`src/rtl/sram_bist_master.sv`:
```
// Wishbone classic BIST master: three-phase march over an SRAM slave, first-failure capture.
// Optional ack timeout is enabled by defining SRAM_BIST_TIMEOUT_EN.
module sram_bist_master #(
  parameter logic [31:0] BASE_ADDR = 32'h3000_0000,
  parameter int          WORDS     = 4096
) (
  input  logic        wb_clk_i,
  input  logic        wb_rst_i,
  input  logic        start_i,
  input  logic [31:0] seed_i,
  output logic        busy_o,
  output logic        done_o,
  output logic        fail_o,
  output logic        timeout_o,
  output logic [31:0] fail_addr_o,
  output logic [31:0] fail_data_o,
  output logic        wbm_cyc_o,
  output logic        wbm_stb_o,
  output logic        wbm_we_o,
  output logic [31:0] wbm_adr_o,
  output logic [31:0] wbm_dat_o,
  output logic [3:0]  wbm_sel_o,
  input  logic        wbm_ack_i,
  input  logic [31:0] wbm_dat_i
);

  typedef enum logic [2:0] {IDLE, P0_WR, P1_RD, P1_WR, P2_RD, DONE} state_t;

  localparam logic [31:0] LAST_IDX = 32'(WORDS - 1);

  state_t      state_q, state_d;
  logic [31:0] idx_q, idx_d;
  logic [31:0] seed_q, seed_d;
  logic        cyc_q, cyc_d, stb_q, stb_d, we_q, we_d;
  logic [31:0] adr_q, adr_d, dat_q, dat_d;
  logic        busy_q, busy_d, done_q, done_d, fail_q, fail_d, timeout_q, timeout_d;
  logic [31:0] fail_addr_q, fail_addr_d, fail_data_q, fail_data_d;
`ifdef SRAM_BIST_TIMEOUT_EN
  logic [7:0]  wait_q, wait_d;
`endif

  function automatic logic [31:0] pat0(input logic [31:0] seed, input logic [31:0] idx);
    return seed ^ idx;
  endfunction

  function automatic logic [31:0] addr_of(input logic [31:0] idx);
    return BASE_ADDR + (idx << 2);
  endfunction

  // Next-state: each transfer is strobe-until-ack followed by one idle gap cycle.
  always_comb begin
    state_d     = state_q;
    idx_d       = idx_q;
    seed_d      = seed_q;
    cyc_d       = cyc_q;
    stb_d       = stb_q;
    we_d        = we_q;
    adr_d       = adr_q;
    dat_d       = dat_q;
    busy_d      = busy_q;
    done_d      = done_q;
    fail_d      = fail_q;
    timeout_d   = timeout_q;
    fail_addr_d = fail_addr_q;
    fail_data_d = fail_data_q;
`ifdef SRAM_BIST_TIMEOUT_EN
    wait_d      = wait_q;
`endif
    case (state_q)
      IDLE, DONE: begin
        if (start_i) begin
          seed_d      = seed_i;
          idx_d       = 32'd0;
          state_d     = P0_WR;
          busy_d      = 1'b1;
          done_d      = 1'b0;
          fail_d      = 1'b0;
          timeout_d   = 1'b0;
          fail_addr_d = 32'd0;
          fail_data_d = 32'd0;
          cyc_d       = 1'b1;
          stb_d       = 1'b1;
          we_d        = 1'b1;
          adr_d       = BASE_ADDR;
          dat_d       = seed_i;
        end else begin
          state_d = state_q;
        end
      end
      P0_WR, P1_RD, P1_WR, P2_RD: begin
        if (!stb_q) begin
          cyc_d = 1'b1;
          stb_d = 1'b1;
          adr_d = addr_of(idx_q);
          we_d  = (state_q == P0_WR) || (state_q == P1_WR);
          dat_d = (state_q == P1_WR) ? ~pat0(seed_q, idx_q) : pat0(seed_q, idx_q);
        end else if (wbm_ack_i) begin
          cyc_d = 1'b0;
          stb_d = 1'b0;
`ifdef SRAM_BIST_TIMEOUT_EN
          wait_d = 8'd0;
`endif
          case (state_q)
            P0_WR: begin
              if (idx_q == LAST_IDX) begin
                state_d = P1_RD;
                idx_d   = 32'd0;
              end else begin
                idx_d = idx_q + 32'd1;
              end
            end
            P1_RD: begin
              if (wbm_dat_i != pat0(seed_q, idx_q)) begin
                fail_d      = 1'b1;
                fail_addr_d = adr_q;
                fail_data_d = wbm_dat_i;
                state_d     = DONE;
                busy_d      = 1'b0;
                done_d      = 1'b1;
              end else begin
                state_d = P1_WR;
              end
            end
            P1_WR: begin
              if (idx_q == LAST_IDX) begin
                state_d = P2_RD;
              end else begin
                state_d = P1_RD;
                idx_d   = idx_q + 32'd1;
              end
            end
            P2_RD: begin
              if (wbm_dat_i != ~pat0(seed_q, idx_q)) begin
                fail_d      = 1'b1;
                fail_addr_d = adr_q;
                fail_data_d = wbm_dat_i;
                state_d     = DONE;
                busy_d      = 1'b0;
                done_d      = 1'b1;
              end else if (idx_q == 32'd0) begin
                state_d = DONE;
                busy_d  = 1'b0;
                done_d  = 1'b1;
              end else begin
                idx_d = idx_q - 32'd1;
              end
            end
            default: state_d = DONE;
          endcase
        end else begin
`ifdef SRAM_BIST_TIMEOUT_EN
          // The 255th consecutive cycle without ack abandons the pending transfer.
          if (wait_q == 8'd254) begin
            wait_d      = 8'd0;
            cyc_d       = 1'b0;
            stb_d       = 1'b0;
            fail_d      = 1'b1;
            timeout_d   = 1'b1;
            fail_addr_d = adr_q;
            fail_data_d = 32'd0;
            state_d     = DONE;
            busy_d      = 1'b0;
            done_d      = 1'b1;
          end else begin
            wait_d = wait_q + 8'd1;
          end
`else
          state_d = state_q;
`endif
        end
      end
      default: begin
        state_d = IDLE;
        cyc_d   = 1'b0;
        stb_d   = 1'b0;
        busy_d  = 1'b0;
      end
    endcase
  end

  // State and output registers; reset drops the bus immediately.
  always_ff @(posedge wb_clk_i or posedge wb_rst_i) begin
    if (wb_rst_i) begin
      state_q     <= IDLE;
      idx_q       <= 32'd0;
      seed_q      <= 32'd0;
      cyc_q       <= 1'b0;
      stb_q       <= 1'b0;
      we_q        <= 1'b0;
      adr_q       <= 32'd0;
      dat_q       <= 32'd0;
      busy_q      <= 1'b0;
      done_q      <= 1'b0;
      fail_q      <= 1'b0;
      timeout_q   <= 1'b0;
      fail_addr_q <= 32'd0;
      fail_data_q <= 32'd0;
`ifdef SRAM_BIST_TIMEOUT_EN
      wait_q      <= 8'd0;
`endif
    end else begin
      state_q     <= state_d;
      idx_q       <= idx_d;
      seed_q      <= seed_d;
      cyc_q       <= cyc_d;
      stb_q       <= stb_d;
      we_q        <= we_d;
      adr_q       <= adr_d;
      dat_q       <= dat_d;
      busy_q      <= busy_d;
      done_q      <= done_d;
      fail_q      <= fail_d;
      timeout_q   <= timeout_d;
      fail_addr_q <= fail_addr_d;
      fail_data_q <= fail_data_d;
`ifdef SRAM_BIST_TIMEOUT_EN
      wait_q      <= wait_d;
`endif
    end
  end

  assign busy_o      = busy_q;
  assign done_o      = done_q;
  assign fail_o      = fail_q;
`ifdef SRAM_BIST_TIMEOUT_EN
  assign timeout_o   = timeout_q;
`else
  assign timeout_o   = 1'b0;
`endif
  assign fail_addr_o = fail_addr_q;
  assign fail_data_o = fail_data_q;
  assign wbm_cyc_o   = cyc_q;
  assign wbm_stb_o   = stb_q;
  assign wbm_we_o    = we_q;
  assign wbm_adr_o   = adr_q;
  assign wbm_dat_o   = dat_q;
  assign wbm_sel_o   = 4'hF;

endmodule

```
`config.mk`:
```
export PLATFORM = sky130hd
export DESIGN_NAME = sram_bist_master
export DESIGN_NICKNAME = d
export VERILOG_FILES = /design/src/rtl/sram_bist_master.sv
export SDC_FILE = /design/constraint.sdc
export NUM_CORES = 1
export LEC_CHECK = 0
export BUFFER_PORTS_ARGS = -buffer_cell sky130_fd_sc_hd__buf_4
export CAP_MARGIN = 20
export CORE_MARGIN = 2
export CORE_UTILIZATION = 61
export CTS_CLUSTER_SIZE = 10
export DETAILED_ROUTE_END_ITERATION = 7
export PLACE_DENSITY = 0.86
export SLEW_MARGIN = 20
export SYNTH_ARGS = -nofsm -noshare
export SYNTH_HDL_FRONTEND = slang
export SYNTH_SLANG_ARGS = --single-unit
```
`constraint.sdc`:
```
create_clock -name wb_clk_i -period 17.9 [get_ports wb_clk_i]
set_input_delay 5.37 -clock wb_clk_i [delete_from_list [all_inputs] [get_ports wb_clk_i]]
set_output_delay 5.37 -clock wb_clk_i [all_outputs]
set_load 0.01 [all_outputs]
```
Yosys cells after proc, flatten, opt, wreduce, memory -nomap -nowiden
Index checks and enable logic that the tools add are counted.

Muxes and demuxes: 67. Reductions and logical operators: 14. $add $sub $neg: 3. Multiply operators: 0. Magnitude comparators: 0. Divide/modulo/power cells: 0. Bitwise gates (word level): 2. Shift-type cells: 0. Equal/unequal tests: 22.

Operator list (count): $mux 32 (20); $pmux 32 s2 (7); $pmux 32 s3 (1); $ne 32x32->1 (2); $add 30x32->32 const A (1); $add 32x1->32 const B (1); $eq 32x12->1 const B (1); $logic_not 32->1 (1); $not 32->32 (1); $sub 32x1->32 const B (1); $xor 32x32->32 (1); $mux 3 (8); $ne 3x3->1 const B (8); $mux 1 (20); $pmux 1 s2 (9); $reduce_and 7->1 (2); $pmux 3 s4 (1); $ne 2x2->1 const B (4); $ne 4x4->1 const B (2); $reduce_and 8->1 (1); $eq 3x2->1 const B (2); $eq 3x3->1 const B (2); $pmux 3 s2 (1); $reduce_and 6->1 (1); other kinds (9) (10).

Output and inout port bits: 139. Logic and storage cells: 121. Memories kept: 0. Bits in latches: 0. Bits in writable memories: 0. Bits in registers: 201. Memory bits (read-only): 0.

Depth between registers and ports, before layout
Gate-level depths: netlist of run 1.

Depth after elaboration: 8. Gate-level depth with buffers: 11.

Least setup slack after synthesis of run 1
Ideal clock, no wire load.

Path type: input to register. From: input port wbm_dat_i[0]. To: register fail_q (netlist: fail_o). Library setup time: 0.128 ns. Stages: 7. Arrival time: 7.331 ns. Setup slack: 10.442 ns. Data required time: 17.772 ns. Buffers on the path: 1. Cells stage by stage: xnor3_1 > nand4_1 > or4_1 > or3_4 > o211a_1 > buf_6 > mux2_1.

Word-level cells in the longest chain between the ends: 3. Elaborated cells between the ends (all ways): 5. Those cells by class: 4 x eq/ne; 1 x reduce/logical.

Ends and longest elaborated chain: start, declared (line 24) `input logic [31:0] wbm_dat_i`; $ne 32x32->1, on equally long branches (line 133, 113); $ne 3x3->1 (no source line); $reduce_and 7->1 (no source line) *; end signal, assigned (line 212) `fail_q <= fail_d;`; end, declared (line 36) `logic busy_q, busy_d, done_q, done_d, fail_q, fail_d, timeout_q, timeout_d;`.

Every way passes the cells marked *; elsewhere a longest branch is shown, timed or not. A chain may end at the register's enable or synchronous reset.

Final worst setup path of run 1
Same ends and word-level chain as after synthesis.

==> results of run 1 <==
[layer usage]
metal,vias up,share of wire
li1,4520,-
met1,4831,0.41
met2,555,0.47
met3,99,0.084
met4,0,0.040
met5,-,0
[how the worst max path moves through the flow]
stage | from | slack (ns) | endpoint
final | wbm_dat_i[0] | 10.05 | fail_o
after global routing | wbm_dat_i[0] | 9.98 | fail_o
after CTS | wbm_dat_i[0] | 10.07 | fail_o
after detailed placement | wbm_dat_i[0] | 9.62 | fail_o
after global placement | wbm_dat_i[0] | 9.67 | fail_o
after floorplan | wb_rst_i | 7.16 | busy_o
[flip-flops by register name, indices dropped and copies added (netlist names)]
signal / count
fail_data_o: 32
idx_q: 32
seed_q: 32
wbm_dat_o: 32
fail_addr_o: 30
wbm_adr_o: 30
state_q: 3
busy_o: 1
done_o: 1
fail_o: 1
wbm_cyc_o: 1
wbm_stb_o: 1
wbm_we_o: 1
[stage by stage]
step           instance area, µm²  hold WS [ns]   util  setup WS, ns
4_1_cts                     13800         0.490  0.731         10.07
2_1_floorplan               11800         0.516      -          7.16
3_5_place_dp                13200         0.472  0.700          9.62
5_1_grt                     13800         0.520  0.731          9.98
3_3_place_gp                13200         0.468  0.700          9.67
6_report                    13800         0.483  0.731         10.05
[logic make-up (layout without fill, tap and decap cells)]
logic type      Yosys count  in the layout  share of synthesized area
flops                   197            197                      0.418
fa+ha+maj                 4              4                    0.00425
xor+xnor                101            101                      0.112
simple gates            422            422                      0.180
mux                      97             97                     0.0860
compound gates          210            210                      0.121
buf+inv                 194            328                     0.0771
other cells               2              9                   0.000637
[area by class of cell]
class                   count  area share
multi-input cells         843       0.438
repair buffers            208       0.113
clock buffers              19      0.0322
flip-flops and latches    197       0.358
well taps                 260      0.0236
clock inverters            13      0.0104
inverters                  88      0.0245
[power groups by stage]
stage,clock network (W),registers [W],logic [W]
floorplan,0,0.000514,0.000142
global placement,0,0.000528,0.000208
detailed placement,0,0.000529,0.000212
CTS,0.000390,0.000520,0.000214
global route,0.000408,0.000527,0.000234
finish,0.000388,0.000522,0.000214
[cell usage in the layout, fill, tap and decap left out, drive strengths merged, types with 4 or more instances in the layout]
master,instances
a32o,7
a211oi,7
o211ai,9
nor3,30
nand2,168
nor4,26
or2,7
or3,9
o32ai,4
nand3,20
a31oi,11
dfrtp,197
o211a,5
o31ai,20
conb,9
inv,92
nor3b,4
xnor3,32
xnor2,66
nor2,70
buf,208
clkinv,5
o21ai,45
mux2,34
nand4,37
a211o,6
clkbuf,19
and3,11
a21oi,52
a22oi,4
ha,4
and4,8
mux2i,63
and2,4
or4,12
nand2b,7
o22ai,15
[worst max-delay path, stage by stage]
cell	delay [ns]
buf_4	0.12
xnor3_1	0.41
nand4_1	0.11
or4_1	0.56
or3_4	0.44
o211a_4	0.30
buf_4	0.39
mux2_1	0.41
==> flow_summary.ini, run 1 <==
[yosys]
synth.most_common_cell = dfrtp_1
avgSynthCellArea_um2 = 9.60
yosys_warnings = 0
synth_top_area_cell = dfrtp_1
netlist_instances = 1227
synth_edf_count = 0
async_flop_share = 1.00
ys_ff_latch = 197
ys.flop_type = dfrtp_1
synth_commonest_cells = 197 x dfrtp_1, 168 x nand2_1, 88 x inv_1, 69 x nor2_1, 66 x xnor2_1
synth_area_leaders = dfrtp_1 42%, xnor3_1 6.1%, mux2i_1 5.4%
synth_area_mm2 = 0.0118
yosysSeqAreaShare = 0.418
synth_cell_types = 75
netlist.area_leader.share = 0.418

[global_route]
use_met3 = 0.0721
use_met1 = 0.458
track_usage = 0.334
grt_overflow = 0
antenna_found_initial = 0
gr-usage-met2 = 0.518
grt_max_degree = 137
grt_pass1_wl_um = 52900
busiest_layer = met2
grt_pass1_vias = 9576

[clock_tree]
cts_tree = done
clk_path_buf_depth = 2
cts_sinks = 197
cts_setup_buffers = 0
numCtsBuffers = 17
clock-root-buffer = clkbuf_16
cts_hold_buf = 0
cts_max_level = 4
worstSkewPairLatency_ns = 0.45
ctsResizeCount = 0
path_clk_slew_ns = 0.08

[layout]
syn_to_final_growth_pct = 16.9
n_fill_cell = 1406
multiInputGateArea_mm2 = 0.00603
layout-drive-gt1-share = 0.228
seq_area_mm2 = 0.00493
nets = 1427
num_antenna_cells = 0
layout.cells.non_filler = 1628

[route]
drt-pass1-iter-count = 5
dr_total_vias = 10005
wl_um = 33200
wl_per_cell_um = 20.4
final_antenna_net_count = 0
drc_errors = 0
via_per_inst = 6.15
drtIter0Drc = 1218

[worst_hold_path]
holdPathStages = 2
min_from = wbm_dat_o[24]
holdCritPathClass = register to register
min_to = wbm_dat_o[24]

[sta]
max_slew_margin = 0.334
fin_crit_ns = 7.85
hold_viol = 0
rsz0062_at_grt = no
finalSetupTns_ns = 0
worst_pin_slew_ns = 1.00
clock.fmax_mhz = 127
skew_ns = 0.0158
slew_violations = 0
min_period_over_period = 0.439
setup_violations = 0

[setup_path]
r2r_cells = 6
reg2reg_to = idx_q[15]
crit_path_max_fanout = 41
cp.arrival_ns = 8.18
critPathRequiredTime_ns = 18.22
crit_path_start_kind = input port
r2r-start = idx_q[16]
criticalPathCategory = input port to register
endpoint_kind = register
r2r_slack_ns = 14.14

[run_status]
outcome = completed

[pwr]
p_sw_w = 0.000344
intPower_w = 0.000780
p_total_w = 0.00112
pwr-share-comb = 0.191
powerDensity_mw_per_mm2 = 81.6
seq_power_share = 0.464
p_leak_nw = 6.57
peakVddDrop_v = 0.0000655
p_sw_frac = 0.306
p_clk_frac = 0.345

[floorplan]
die_w_um = 143
core_area_mm2 = 0.0188
dieArea_mm2 = 0.0204
die_y_um = 143
initial_utilization = 0.626
placementRows = 50
io_pins = 207

[placement]
dp.cells = 1596
port_buffers = 197
dp_hpwl_um = 23300
gp_congestion = 0.975

[run]
cap_violations = 0
Power figures use the tool's default switching activity.
==> run 2: changes to the inputs <==
--- a/config.mk
+++ b/config.mk
@@ -8,10 +8,10 @@
 export BUFFER_PORTS_ARGS = -buffer_cell sky130_fd_sc_hd__buf_4
 export CAP_MARGIN = 20
 export CORE_MARGIN = 2
-export CORE_UTILIZATION = 61
+export CORE_UTILIZATION = 57
 export CTS_CLUSTER_SIZE = 10
 export DETAILED_ROUTE_END_ITERATION = 7
-export PLACE_DENSITY = 0.86
+export PLACE_DENSITY = 0.81
 export SLEW_MARGIN = 20
 export SYNTH_ARGS = -nofsm -noshare
 export SYNTH_HDL_FRONTEND = slang
==> constraint.sdc (replaced) <==
create_clock -name wb_clk_i -period 7.4 [get_ports wb_clk_i]
set_input_delay 2.22 -clock wb_clk_i [delete_from_list [all_inputs] [get_ports wb_clk_i]]
set_output_delay 2.22 -clock wb_clk_i [all_outputs]
set_load 0.01 [all_outputs]
==> run 2 against run 1 <==
  * Hold slack improved by 0.0015 ns
  * Setup slack worse by 7.4 ns
  * Register-to-register slack lost 10 ns
  * Die area grew 6.8%
  * Via count is 2.8% lower
  * First-iteration DRC count decreased by 36%
  * Sequential share of layout area about the same
  * Final cell count increased by 0.68%
  * Critical path depth is the same
  * Flip-flop and latch count stayed put
  * Critical endpoint unchanged
==> flow_summary.ini, run 2 (synthesis results as in run 1) <==
[run_status]
outcome = completed

[sta]
slew_violations = 0
skew_ns = 0.0126
hold_viol = 0
fin_crit_ns = 4.72
min_period_over_period = 0.638
setup_violations = 0
finalSetupTns_ns = 0
worst_pin_slew_ns = 0.987
clock.fmax_mhz = 212
rsz0062_at_grt = no
worst_hold_slack_ns = 0.485
max_slew_margin = 0.337

[clock_tree]
cts_sinks = 197
cts_setup_buffers = 0
numCtsBuffers = 17
clock-root-buffer = clkbuf_16
cts_tree = done
clk_path_buf_depth = 2
path_clk_slew_ns = 0.08
worstSkewPairLatency_ns = 0.44
ctsResizeCount = 0
cts_hold_buf = 0
cts_max_level = 4

[global_route]
track_usage = 0.300
grt_pass1_vias = 9543
grt_max_degree = 89
grt_overflow = 0
antenna_found_initial = 0
grt_pass1_wl_um = 51700

[setup_path]
r2r_cells = 6
r2r-start = state_q[1]
crit_path_start_kind = input port
path_buf_inv = 2
cp_common_cell = buf_4
criticalPathCategory = input port to register
cp_top_family = simple AND/OR/NAND/NOR gates
endpoint_kind = register
crit_path_max_fanout = 35
cp_slowest_cell = or4_1
reg2reg_to = idx_q[27]
cp.arrival_ns = 5.05
cpPeakStageDelay_ns = 0.56
critPathRequiredTime_ns = 7.73
r2r_slack_ns = 3.85
crit_chain = buf_4, xnor3_1, nand4_1, or4_1, or3_4, o211a_4, buf_4, mux2_1

[pwr]
powerDensity_mw_per_mm2 = 195
p_sw_w = 0.000832
intPower_w = 0.00185
p_leak_nw = 6.56
seq_power_share = 0.469
p_clk_frac = 0.336
peakVddDrop_v = 0.000140
p_sw_frac = 0.310
pwr-share-comb = 0.194

[worst_hold_path]
holdPathStages = 2
min_from = wbm_dat_o[22]
holdCritPathClass = register to register
min_to = wbm_dat_o[22]

[route]
drt-pass1-iter-count = 8
wl_um = 32200
final_antenna_net_count = 0
drtIter0Drc = 780
dr_total_vias = 9726
wl_per_cell_um = 19.6
via_per_inst = 5.93
drc_errors = 0

[floorplan]
core_area_mm2 = 0.0202
die_w_um = 148
die_y_um = 148
initial_utilization = 0.582
io_pins = 207
dieArea_mm2 = 0.0218
placementRows = 52

[layout]
layout-drive-gt1-share = 0.229
num_antenna_cells = 0
final_cell_mix = 211 x buf_4, 197 x dfrtp_1, 168 x nand2_1
final_common_cell = buf_4
n_fill_cell = 1569
nets = 1430
syn_to_final_growth_pct = 16.9

[placement]
gp_congestion = 0.952
port_buffers = 197
dp_hpwl_um = 23200

[run]
cap_violations = 0
==> run 2: cell count changes in the layout (fill, tap and decap cells not counted), sizes merged <==
cell and delta:
buf +3, clkinvlp +2, bufinv -1, clkbuf -1, clkinv -2
==> run 2: metrics by stage <==
step                      power (W)  instance area (µm²)  instances  setup WS, ns   util
after floorplan             0.00159                11800       1234          2.63      -
after global placement      0.00178                13200       1609          2.22  0.653
after detailed placement    0.00180                13200       1609          2.22  0.653
after CTS                   0.00269                13800       1639          2.69  0.681
after global routing        0.00279                13800       1639          2.60  0.681
final                       0.00268                13800       1639          2.68  0.681
==> run 2: worst min-delay path, cell delays in order, from the launching register on <==
cell and delay [ns]:
dfrtp_1 0.35, nand2_1 0.04, o21ai_0 0.06
==> run 2: layer usage <==
layer  wire length [µm]  GRT usage  vias to the layer above
met5                  0          0                        -
met4                976      0.115                        0
met3               2440     0.0605                       73
met2              15100      0.477                      452
met1              13700      0.409                     4681
li1                   -          -                     4520
==> run 2: final cells by class <==
cell class | instances | area [µm²] | share of cell area
tap | 270 | 338 | 0.0245
multi-input combinational | 843 | 6040 | 0.438
clock inverter | 12 | 118 | 0.00854
timing repair buffer | 211 | 1580 | 0.115
inverter | 88 | 334 | 0.0242
clock buffer | 18 | 439 | 0.0319
sequential | 197 | 4930 | 0.358
==> run 2: how the worst max path moves through the flow <==
stage                  from      to  cells past startpoint
6_report       wbm_dat_i[0]  fail_o                      8
5_1_grt        wbm_dat_i[0]  fail_o                      8
4_1_cts        wbm_dat_i[0]  fail_o                      8
3_5_place_dp   wbm_dat_i[0]  fail_o                      8
3_3_place_gp   wbm_dat_i[0]  fail_o                      8
2_1_floorplan      wb_rst_i  busy_o                      1
==> run 2: power groups by stage <==
| stage | clock, W | sequential, W | combinational [W] |
|---|---|---|---|
| floorplan | 0 | 0.00124 | 0.000343 |
| global placement | 0 | 0.00128 | 0.000508 |
| detailed placement | 0 | 0.00128 | 0.000520 |
| CTS | 0.000908 | 0.00126 | 0.000522 |
| global route | 0.000952 | 0.00127 | 0.000571 |
| finish | 0.000903 | 0.00126 | 0.000521 |
